===== src/rtl/sc_pkg.sv =====
// Shared definitions for the stochastic-number controller and its decoder.
package sc_pkg;

  localparam int RND_W_DEF = 27;

  typedef enum logic [2:0] {
    IDLE,
    LOAD,
    RUN,
    DRAIN,
    DONE
  } sc_state_t;

  // Unsigned "sample below operand" test; both operands arrive zero-extended.
  function automatic logic sn_lt(input logic [31:0] sample, input logic [31:0] value);
    return sample < value;
  endfunction

endpackage


===== src/rtl/sc_ones_counter.sv =====
// Saturating ones counter with synchronous clear; shared with the SN-to-binary decoder.
module sc_ones_counter #(
  parameter int W = 13
) (
  input  logic         clk,
  input  logic         reset,
  input  logic         clear,
  input  logic         inc,
  output logic [W-1:0] count
);

  always_ff @(posedge clk) begin
    if (reset || clear) begin
      count <= '0;
    end else if (inc && (count != {W{1'b1}})) begin
      count <= count + W'(1);
    end
  end

endmodule


===== src/rtl/halton_sng_ctrl.sv =====
// Turns a binary operand into a 2^LEN_LOG2-bit stochastic stream by comparing it
// against a bit-reversed-counter (base-2 Halton) generator, and counts the ones.
module halton_sng_ctrl
  import sc_pkg::*;
#(
  parameter int RND_W    = RND_W_DEF,
  parameter int PREC     = 12,
  parameter int LEN_LOG2 = 12
) (
  input  logic                clk,
  input  logic                reset,
  input  logic                in_valid,
  output logic                in_ready,
  input  logic [PREC-1:0]     in_value,
  input  logic [RND_W-1:0]    in_seed,
  output logic                rng_load,
  output logic [RND_W-1:0]    rng_seed,
  input  logic [RND_W-1:0]    rnd_in,
  output logic                sn_valid,
  output logic                sn_bit,
  output logic                done,
  output logic [LEN_LOG2:0]   ones_count,
  output logic                busy
);

  sc_state_t           state, state_next;
  logic [PREC-1:0]     value;
  logic [LEN_LOG2-1:0] run_cnt;
  logic                accept;
  logic                run_last;
  logic                cmp;
  logic                unused_rnd_low;

  assign in_ready = (state == IDLE);
  assign busy     = (state != IDLE);
  assign accept   = in_valid && in_ready;
  assign run_last = &run_cnt;
  assign cmp      = sn_lt(32'(rnd_in[RND_W-1 -: PREC]), 32'(value));

  // Only the top PREC bits of the sample take part in the compare.
  assign unused_rnd_low = ^rnd_in[RND_W-PREC-1:0];

  always_ff @(posedge clk) begin
    if (reset) begin
      state <= IDLE;
    end else begin
      state <= state_next;
    end
  end

  always_comb begin
    state_next = state;
    rng_load   = 1'b0;
    done       = 1'b0;
    case (state)
      IDLE:    if (accept) state_next = LOAD;
      LOAD: begin
        rng_load   = 1'b1;
        state_next = RUN;
      end
      RUN:     if (run_last) state_next = DRAIN;
      DRAIN:   state_next = DONE;
      DONE: begin
        done       = 1'b1;
        state_next = IDLE;
      end
      default: state_next = IDLE;
    endcase
  end

  always_ff @(posedge clk) begin
    if (reset) begin
      value    <= '0;
      rng_seed <= '0;
      run_cnt  <= '0;
      sn_bit   <= 1'b0;
      sn_valid <= 1'b0;
    end else begin
      if (accept) begin
        value    <= in_value;
        rng_seed <= in_seed;
        run_cnt  <= '0;
      end
      if (state == RUN) begin
        run_cnt <= run_cnt + LEN_LOG2'(1);
        sn_bit  <= cmp;
      end
      // Each stream bit is visible the cycle after its compare.
      sn_valid <= (state == RUN);
    end
  end

  sc_ones_counter #(
    .W(LEN_LOG2 + 1)
  ) u_ones (
    .clk   (clk),
    .reset (reset),
    .clear (accept),
    .inc   ((state == RUN) && cmp),
    .count (ones_count)
  );

endmodule


===== config.mk =====
export PLATFORM = sky130hd
export DESIGN_NAME = halton_sng_ctrl
export DESIGN_NICKNAME = d
export VERILOG_FILES = /design/src/rtl/sc_pkg.sv /design/src/rtl/sc_ones_counter.sv /design/src/rtl/halton_sng_ctrl.sv
export SDC_FILE = /design/constraint.sdc
export NUM_CORES = 1
export LEC_CHECK = 0
export ABC_AREA = 1
export CORE_ASPECT_RATIO = 1.25
export CORE_MARGIN = 10
export CORE_UTILIZATION = 25
export DETAILED_ROUTE_END_ITERATION = 8
export GPL_TIMING_DRIVEN = 0
export MAX_ROUTING_LAYER = met4
export SLEW_MARGIN = 20
export SYNTH_ARGS = -nofsm -noshare
export SYNTH_HDL_FRONTEND = slang
export SYNTH_HIERARCHICAL = 1
export SYNTH_SLANG_ARGS = --single-unit
export TNS_END_PERCENT = 10

===== constraint.sdc =====
create_clock -name clk -period 5.64 [get_ports clk]
set_input_delay 0.846 -clock clk [delete_from_list [all_inputs] [get_ports clk]]
set_output_delay 0.846 -clock clk [all_outputs]
set_load 0.05 [all_outputs]

-- Yosys cells after proc, flatten, opt, wreduce, memory -nomap -nowiden
Index checks and enable logic that the tools add are counted.
- $add $sub $neg: 2
- magnitude comparators: 1
- equality and inequality tests: 7
- muxes and demuxes: 7
- reductions and logical operators: 9
- operators with widths (kind ; count):
    $mux W12 ; 2
    $add A13 B1 Y13 const B ; 1
    $ne A13 B13 Y1 const B ; 1
    $add A12 B1 Y12 const B ; 1
    $lt A12 B12 Y1 ; 1
    $pmux W3 S4 ; 1
    $reduce_and A12 Y1 ; 1
    $eq A3 B2 Y1 const B ; 2
    $mux W3 ; 2
    $eq A3 B1 Y1 const B ; 1
    $eq A3 B3 Y1 const B ; 1
    $logic_and A1 B1 Y1 ; 3
    $logic_not A3 Y1 ; 1
    $reduce_bool A3 Y1 ; 1
    $mux W1 ; 2
    $ne A2 B1 Y1 const B ; 1
    $ne A2 B2 Y1 const B ; 1
    $reduce_and A2 Y1 ; 1
    $reduce_bool A2 Y1 ; 1
    $logic_or A1 B1 Y1 ; 1
- flip-flop bits (word level): 69
- input port bits: 69
- output and inout port bits: 46
- logic and storage cells: 33

-- Longest topological paths before layout
- word-level depth: 4
- gate-level depth with buffers: 17
- mapped depth without buffers: 16

-- Modules after synthesis
Netlist, hierarchy kept.
- modules (own cells, without submodules) (module ; instances ; cells an instance ; area an instance (sq um)):
    halton_sng_ctrl ; 1 ; 330 ; 2486.1
    sc_ones_counter ; 1 ; 106 ; 724.4

-- Worst setup path after synthesis
Ideal clock, no wire load.
- path kind: reg-to-output
- start: register state[0]
- end: output port rng_load
- data arrival time: 1.594 ns
- slack: 3.200 ns
- cell stages (with the launch flop): 3
- path through: dfxtp_1 > inv_1 > nor3_1
- word-level cells in the longest chain between the ends: 2
- ends and longest elaborated chain (element ; RTL line ; text):
    start: declaration ; halton_sng_ctrl.sv:26 ; sc_state_t state, state_next;
    start signal: assignment ; halton_sng_ctrl.sv:47 ; state <= state_next;
    $eq A3 B1 Y1 ; halton_sng_ctrl.sv:55 ; case (state)
    $mux W1 ; halton_sng_ctrl.sv:55 ;
    end: declaration ; halton_sng_ctrl.sv:16 ; output logic rng_load,
No other way between the ends.

-- Worst setup path in the final report
Ends and elaborated chain as after synthesis.

==> flow_summary.json <==
{
  "synth.distinct_cells": 30,
  "clk-insertion-delay-late_ns": 0.33,
  "worst_slack_ns": 2.77,
  "share_comb_of_total_power": 0.280,
  "detail-route-antenna-nets": 0,
  "drt_iter0_drc": 150,
  "net-switching-power_mw": 0.519,
  "ys_seq_elements": 69,
  "synth_warnings": 6,
  "rrSetupSlack_ns": 3.50,
  "yosysMostFrequentCell": "nor2_1",
  "max_slew_margin": 0.635,
  "cts_tree": "done",
  "finalSetupTns_ns": 0,
  "yosysTopAreaCellShare": 0.430,
  "pre_cts_ws_ns": 2.58,
  "slew_violations": 0,
  "synth_flop_cell": "dfxtp_1",
  "vdd_drop_max_mv": 0.205,
  "vias_per_cell": 4.30,
  "routed_wl_mm": 9.45,
  "internal_power_mw": 1.10,
  "synth.largest_area_cell": "dfxtp_1",
  "core_area_um2": 12700,
  "die_height_um": 147,
  "placement_rows": 46,
  "fin_nets": 628,
  "cts-root-buf": "clkbuf_16",
  "period_share": 0.508,
  "startpoint": "state[0]$_SDFFE_PP0P_",
  "fmax_mhz": 349,
  "placed_cells": 703,
  "start_util": 0.254,
  "fillCellCount": 1327,
  "clkPwrFrac": 0.374,
  "hold_viol": 0,
  "wl_per_cell_um": 13.1,
  "io_pins": 115,
  "first_global_vias": 3158,
  "stdcell_area_um2": 4740,
  "hold_depth": 2,
  "ys_seq_area_frac": 0.430,
  "postSynthCellCount": 436,
  "grt_usage": 0.110,
  "switching_share": 0.320,
  "cts_resized": 0,
  "holdPathEnd": "value[2]$_SDFFE_PP0P_",
  "drc_errors": 0,
  "path_class": "flop to output port",
  "r2r_cells": 14,
  "setup_violations": 0,
  "place_congestion": 0.830,
  "dpl.hpwl_mm": 7.36,
  "min_from": "value[2]$_SDFFE_PP0P_",
  "async_flop_share": 0,
  "cp_slowest_stage_delay_ns": 0.87,
  "grt_max_degree": 13,
  "placed_area_um2": 4410,
  "clk_path_buf_depth": 2,
  "clkTransAtPathRegs_ns": 0.06,
  "worst_pin_slew_ns": 0.547,
  "cts_num_sinks": 69,
  "cp-end-kind": "output port",
  "grt_pass1_wl_mm": 15.4,
  "multi_input_area_um2": 1510,
  "antenna_found_initial": 1,
  "htreeDepth": 3,
  "total_leakage_power_nw": 1.89,
  "regArea_um2": 1380,
  "synth_nets": 518,
  "syn_avg_cell_area_um2": 7.36,
  "hold_class": "flop to flop",
  "crit_path_start_kind": "flop",
  "skew_ns": 0.00377,
  "die-width_um": 121,
  "outcome": "complete, no violations",
  "ctsHoldBuffers": 0,
  "r2r_end": "u_ones/count[11]$_SDFFE_PP0P_",
  "vias": 3094,
  "cp.required_ns": 4.79,
  "synth_area_leaders": "dfxtp_1 (43%), nor2_1 (10%), nand2_1 (8.2%)",
  "r2r_start": "state[1]$_SDFFE_PP0P_",
  "io_buffers": 99,
  "dieArea_um2": 17800,
  "synth_edf_count": 0,
  "seqPwrFrac": 0.346,
  "area_delta_synth_final_pct": 47.6,
  "cp_slowest_cell": "clkdlybuf4s50_1",
  "cts_inserted_buffers": 9,
  "critPathArrivalTime_ns": 2.02,
  "layout.cells.non_filler": 720,
  "rsz0062_at_grt": "false",
  "p_per_area_nw_per_um2": 342,
  "path_max_fanout": 4,
  "gr-total-overflow": 0,
  "maxCapViolCount": 0,
  "post_cts_buffers": 0,
  "drive_gt1_frac": 0.0780,
  "drtPass1Iterations": 4,
  "fin_crit_ns": 2.87,
  "cp_cell_sequence": "inv_1, nor3_1, clkdlybuf4s50_1",
  "final_core_util": 0.374,
  "synthTopCellsByCount": "nor2_1 (88), nand2_1 (70), dfxtp_1 (69)",
  "synth_area_um2": 3210
}
-- state kept, by name, indices dropped and copies added (netlist names) --
register      cells
rng_seed         27
run_cnt          12
sn_bit            1
sn_valid          1
state             3
u_ones/count     13
value            12
-- metal layers --
layer	vias to the layer above	GRT usage	part of all wire
met5	-	-	0
met4	0	0.0287	0.0065
met3	8	0.0429	0.070
met2	72	0.187	0.50
met1	1386	0.116	0.42
li1	1628	-	-
-- worst max path at each step --
stage	end	slack [ns]	cells past startpoint
final	rng_load	2.77	3
after CTS	rng_load	2.72	3
after global placement	u_ones/count[11]$_SDFFE_PP0P_	2.61	15
after detailed placement	u_ones/count[11]$_SDFFE_PP0P_	2.58	15
after floorplan	rng_load	3.20	2
after global routing	rng_load	2.68	3
-- layout make-up --
| cell class | count | area share |
|---|---|---|
| repair buffers | 99 | 0.209 |
| clock buffers | 10 | 0.0504 |
| clock inverters | 6 | 0.0182 |
| diodes | 1 | 0.000528 |
| plain buffers | 18 | 0.0309 |
| well taps | 168 | 0.0444 |
| flip-flops and latches | 69 | 0.291 |
| multi-input cells | 303 | 0.318 |
| inverters | 46 | 0.0370 |
-- critical path, delay by kind of cell (launching register included) --
kind | cells | cell delay, ns
buffers and inverters | 2 | 1.00
DFF | 1 | 0.40
and+or+nand+nor | 1 | 0.29
-- cells by family (layout without fill, tap and decap cells) --
kind of cell             after synthesis  in the layout  synth area share
flip-flops                            69             69             0.430
AND/OR/NAND/NOR                      203            203             0.280
buffers and inverters                 64            179             0.100
adder cells (fa/ha/maj)               13             13            0.0507
other                                  0              1                 0
AO/OA/AOI/OAI                         87             87             0.139
-- through the flow --
step	power (mW)	hold WS, ns
after floorplan	0.866	0.435
after global placement	1.02	0.446
after detailed placement	1.03	0.455
after CTS	1.65	0.464
after global routing	1.71	0.476
final	1.62	0.460
-- power by group through the flow --
stage / Sequential (mW) / Combinational, mW / Clock, mW
3_5_place_dp: 0.571 / 0.461 / 0
3_3_place_gp: 0.569 / 0.456 / 0
5_1_grt: 0.566 / 0.497 / 0.644
6_report: 0.561 / 0.455 / 0.606
2_1_floorplan: 0.679 / 0.187 / 0
4_1_cts: 0.561 / 0.463 / 0.626
-- placed cells by master, fill, tap and decap left out, drive strengths merged, types with 2 or more instances in the layout --
master and n:
clkdlybuf4s50 99, nor2 95, nand2 72, dfxtp 69, o21ai 47, inv 46, a21oi 35, nand3 25
clkbuf 15, ha 13, buf 13, nor3 5, nand4 4, clkinv 3, o21a 2, bufinv 2
No activity file was read; power rests on OpenSTA's default activity.
